`src/rtl/sim_run_ctrl.sv`:
```
// Run controller for simulation tops: stretched core reset, cycle/retire counters,
// tohost/timeout/hang termination and sticky done/pass/fail status.
`timescale 1ns/1ps
module sim_run_ctrl #(
    parameter int              DW          = 32,
    parameter int              AW          = 32,
    parameter int              CW          = 32,
    parameter int              RST_HOLD    = 8,
    parameter int              TIMEOUT     = 20000,
    parameter int              HANG_LIMIT  = 256,
    parameter logic [AW-1:0]   TOHOST_ADDR = 32'h0000_1000
) (
    input  logic          clk,
    input  logic          rst,
    input  logic          mem_we,
    input  logic [AW-1:0] mem_addr,
    input  logic [DW-1:0] mem_wdata,
    input  logic          retire_valid,
    output logic          core_rst,
    output logic          core_halt,
    output logic [CW-1:0] cycle_cnt,
    output logic [CW-1:0] retire_cnt,
    output logic          done,
    output logic          pass,
    output logic          fail,
    output logic          timeout,
    output logic          hang,
    output logic [DW-1:0] result_code
);

    typedef enum logic [1:0] {S_HOLD, S_RUN, S_END} state_t;

    localparam logic [7:0]    HOLD_LAST    = 8'(RST_HOLD - 1);
    localparam logic [CW-1:0] TIMEOUT_LAST = CW'(TIMEOUT - 1);
    localparam logic [CW-1:0] HANG_LAST    = CW'(HANG_LIMIT - 1);
    localparam logic [CW-1:0] CNT_MAX      = {CW{1'b1}};

    state_t        state;
    logic [7:0]    hold_cnt;
    logic [CW-1:0] idle_cnt;

    logic tohost_hit;
    logic timeout_hit;
    logic hang_hit;

    // A zero-data store to tohost is an ordinary store, not a test end.
    assign tohost_hit  = mem_we && (mem_addr == TOHOST_ADDR) && (mem_wdata != '0);
    assign timeout_hit = (TIMEOUT != 0) && (cycle_cnt == TIMEOUT_LAST);
    assign hang_hit    = (HANG_LIMIT != 0) && !retire_valid && (idle_cnt == HANG_LAST);

    always_ff @(posedge clk or posedge rst) begin
        if (rst) begin
            state       <= S_HOLD;
            hold_cnt    <= '0;
            idle_cnt    <= '0;
            cycle_cnt   <= '0;
            retire_cnt  <= '0;
            core_rst    <= 1'b1;
            core_halt   <= 1'b0;
            done        <= 1'b0;
            pass        <= 1'b0;
            fail        <= 1'b0;
            timeout     <= 1'b0;
            hang        <= 1'b0;
            result_code <= '0;
        end else begin
            case (state)
                S_HOLD: begin
                    hold_cnt <= hold_cnt + 8'd1;
                    if (hold_cnt == HOLD_LAST) begin
                        state    <= S_RUN;
                        core_rst <= 1'b0;
                    end
                end
                S_RUN: begin
                    // Counting still happens on the terminating edge.
                    if (cycle_cnt != CNT_MAX) cycle_cnt <= cycle_cnt + 1'b1;
                    if (retire_valid && (retire_cnt != CNT_MAX)) retire_cnt <= retire_cnt + 1'b1;
                    if (retire_valid)               idle_cnt <= '0;
                    else if (idle_cnt != CNT_MAX)   idle_cnt <= idle_cnt + 1'b1;

                    if (tohost_hit) begin
                        state       <= S_END;
                        done        <= 1'b1;
                        core_halt   <= 1'b1;
                        result_code <= mem_wdata;
                        if (mem_wdata == DW'(1)) pass <= 1'b1;
                        else                     fail <= 1'b1;
                    end else if (timeout_hit) begin
                        state     <= S_END;
                        done      <= 1'b1;
                        core_halt <= 1'b1;
                        timeout   <= 1'b1;
                    end else if (hang_hit) begin
                        state     <= S_END;
                        done      <= 1'b1;
                        core_halt <= 1'b1;
                        hang      <= 1'b1;
                    end
                end
                S_END: begin
                    // Frozen until rst.
                end
                default: state <= S_HOLD;
            endcase
        end
    end

endmodule

```
`config.mk`:
```
export PLATFORM = sky130hd
export DESIGN_NAME = sim_run_ctrl
export DESIGN_NICKNAME = d
export VERILOG_FILES = /design/src/rtl/sim_run_ctrl.sv
export SDC_FILE = /design/constraint.sdc
export NUM_CORES = 1
export LEC_CHECK = 0
export ABC_AREA = 1
export BUFFER_PORTS_ARGS = -buffer_cell sky130_fd_sc_hd__buf_2
export CORE_MARGIN = 8
export CORE_UTILIZATION = 51
export CTS_CLUSTER_DIAMETER = 150
export DETAILED_ROUTE_END_ITERATION = 12
export MAX_ROUTING_LAYER = met4
export PLACE_DENSITY = 0.79
export SYNTH_ARGS = -nofsm -noshare
export SYNTH_HDL_FRONTEND = slang
export SYNTH_SLANG_ARGS = --single-unit
```
`constraint.sdc`:
```
create_clock -name clk -period 3.7 [get_ports clk]
set_input_delay 0 -clock clk [delete_from_list [all_inputs] [get_ports clk]]
set_output_delay 0 -clock clk [all_outputs]
set_load 0.02 [all_outputs]
```
==> run metrics <==
outcome complete, no violations; Clock Skew roughly 0.007 ns; Synth area leader dfrtp_1; number of global-route vias before repair 9,051; final period utilization 69.6%; DR iter-0 viols ~640; Switching Fraction about a quarter; Layout Cells excl Fill 1,797; clock root buffer clkbuf_16; Distinct cells, synth 33; Post-DRT Antenna Nets 0; Critical Path Sink Type flop; global routing's busiest layer met2; all-layer global routing usage 23.9%; Initial Util 52.2%; clock network fraction of design power 45.6%; Yosys reg bits between 100 and 150; DP Area 10,000 um^2; core area approximately 17,000 um^2; clock buffer count from CTS 17; WP data arrival approximately 2.9 ns; Yosys Warn Count 0; wire length per cell 14.2 um; Cells after Synth 1,368; syn_area_per_cell 6.62 um^2; pin count of the biggest net entering global routing 145; r2r startpoint idle_cnt[0]; most frequent cells in the layout nand2_1, nor2_1, buf_2; Final min period 2.58 ns; leakage between 0.005 and 0.006 uW; CTS clk-pin slew, worst paths about 0.06 ns; Nets around 1,600; Post-synth EDFFs 0; r2r setup slk 1.12 ns; met1 global-route usage 30.3%; Top Ports 171; share of the synthesized area in the top cell type 39.5%; RSZ-0062 raised after global routing false; Cell Int Power 2670 uW; Hold Crit Depth 6; area of the multi-input gates 4770 um^2; Max-cap violations 0; Final Hold Fails 0; Worst Hold Endpoint result_code[29]; sequential cell area 3600 um^2; Worst setup SP type flop; Flop pwr share 46.2%; final setup violation count 0; Vias/cell 5.19; asr flop ratio synth 100%; Crit path largest cell delay 0.67 ns; # port buffers 170; DRC viols 0; main flop type after synthesis dfrtp_1; met3 track demand over resource around 4.6%; drt first pass iters 6; H-tree depth 4; post-synthesis cell area about 9100 um^2; Clk Latency, worst-skew pair 0.43 ns; Hold Crit Class input pin to flop; Worst Path Max Fanout 61; routed vias 9,332; fin. max-slew vios 0; Post-CTS Setup Inserts 0; commonest non-fill, non-tap cell in the layout nand2_1; sequential-to-total area share from yosys stat around two fifths; Die ar. 22,300 um^2; GPL Wtd Cong 0.978; setup TNS 0 ns; fillers 1,604; pwr dens between 300 and 400 nW/um^2; critical path's slowest cell nand2_2; FF-to-FF End idle_cnt[11]; Area Growth Syn to Fin 20.3%; hold path startpoint mem_we; final wirelength ~26 mm; top achievable clock speed 0.388 GHz; Placed Cells 1,730; top cells by area, synth dfrtp_1, nand2_1, nor2_1, inv_1, nand3_1; Reg2Reg Depth 10; first-pass GRT wire length 42.8 mm; M2 GR Usage 37.5%; layout cells sized above 1 15.0%; initial antenna violation count 0; CP most frequent cell nand2_1; Slew HR roughly 39%; CTS tree done; critical-path cell list ha_1, nand3_2, nor2_2, nand2_1, nor2_1, nand2_1, nand2_2, inv_1, nand2_1, nand2_1; Site Rows between 40 and 50; grt ovf 0; Required @ worst endpoint 4.01 ns; Die H 149 um; critical setup path kind flop to flop; Mapped Nets roughly 1,400; Combinational Power Share 8.3%; Worst-Margin Slew 0.912 ns; Longest Clk Path Bufs 2; Final Instance Area 10,900 um^2; Clock Sinks 144; switching pwr 904 uW; worst vdd ir 0.000298 V; post-detail-place hpwl 18.3 mm; overall die width 149 um
==> state kept, by name (all words and copies together), names as in the netlist <==
| signal | count |
|---|---|
| result_code | 32 |
| cycle_cnt | 32 |
| hold_cnt | 8 |
| timeout | 1 |
| retire_cnt | 32 |
| done | 1 |
| hang | 1 |
| pass | 1 |
| core_rst | 1 |
| idle_cnt | 32 |
| fail | 1 |
| state | 2 |
==> Yosys cell counts, types with 3 or more instances <==
library cell	number
nand3_2	3
ha_1	4
clkbuf_1	6
buf_6	4
o21ai_1	10
nor2_2	6
or2_2	7
nor2_4	5
inv_1	116
buf_2	19
nand3b_1	3
xnor2_1	28
xor2_1	28
nor2_1	220
o21ai_0	38
nand2_1	562
nand4_1	51
nand3_1	81
dfrtp_1	143
buf_4	6
nor3_1	11
==> area by class of cell <==
cell class | count | share of cell area [%]
timing repair buffer | 210 | 11.5
sequential | 144 | 33.1
clock buffer | 20 | 4.19
tap | 225 | 2.58
multi-input combinational | 1068 | 43.8
antenna | 1 | 0.0230
inverter | 117 | 4.06
clock inverter | 12 | 0.861
==> through the flow <==
stage	util (%)	setup WS [ns]	hold slack (ns)	power, uW
finish	62.8	1.12	0.308	3580
global route	62.8	0.745	0.321	3700
CTS	62.8	1.12	0.290	3600
detailed placement	57.7	1.14	0.273	1950
global placement	57.7	1.21	0.265	1940
floorplan	-	1.89	0.154	1840
==> cells by family after synthesis <==
| family | count (synthesis) | synth area share [%] |
|---|---|---|
| XOR/XNOR | 56 | 5.41 |
| flip-flops | 144 | 39.8 |
| AO/OA/AOI/OAI | 51 | 2.87 |
| multiplexers | 1 | 0.124 |
| AND/OR/NAND/NOR | 956 | 43.7 |
| buffers and inverters | 156 | 7.55 |
| adder cells (fa/ha/maj) | 4 | 0.552 |
==> what timing repair did <==
| item | 4_1_cts | 5_1_grt |
|---|---|---|
| hold endpoints to repair | 180 | 0 |
| hold buffers | 34 | 0 |
| resized for setup | 0 | 0 |
| setup endpoints to repair | 0 | 0 |
==> power by group through the flow <==
stage / clock network (uW) / registers, uW / logic [uW]
finish: 1630 / 1650 / 295
floorplan: 0 / 1700 / 134
global route: 1710 / 1660 / 335
detailed placement: 0 / 1680 / 267
global placement: 0 / 1680 / 262
CTS: 1650 / 1650 / 297
==> how the worst max path moves through the flow <==
stage | end | slack (ns) | from | cells past startpoint
2_1_floorplan | cycle_cnt[7] | 1.89 | cycle_cnt[0] | 11
3_3_place_gp | idle_cnt[12] | 1.21 | idle_cnt[0] | 10
5_1_grt | idle_cnt[11] | 0.75 | idle_cnt[0] | 10
3_5_place_dp | idle_cnt[9] | 1.14 | idle_cnt[0] | 10
6_report | idle_cnt[11] | 1.12 | idle_cnt[0] | 10
4_1_cts | idle_cnt[9] | 1.12 | idle_cnt[0] | 10
==> routing by layer <==
metal | share of wire, % | vias to the layer above
met5 | 0 | -
met4 | 2.8 | 0
met3 | 5.5 | 74
met2 | 48 | 321
met1 | 44 | 4297
li1 | - | 4640
==> critical path, delay by kind of cell, from the launching register on <==
| family | cells | cell delay, ns |
|---|---|---|
| adder cells (fa/ha/maj) | 1 | 0.35 |
| buffers and inverters | 1 | 0.20 |
| flip-flops | 1 | 0.45 |
| AND/OR/NAND/NOR | 8 | 1.44 |
Note: power is estimated with default switching activity, not from simulation.
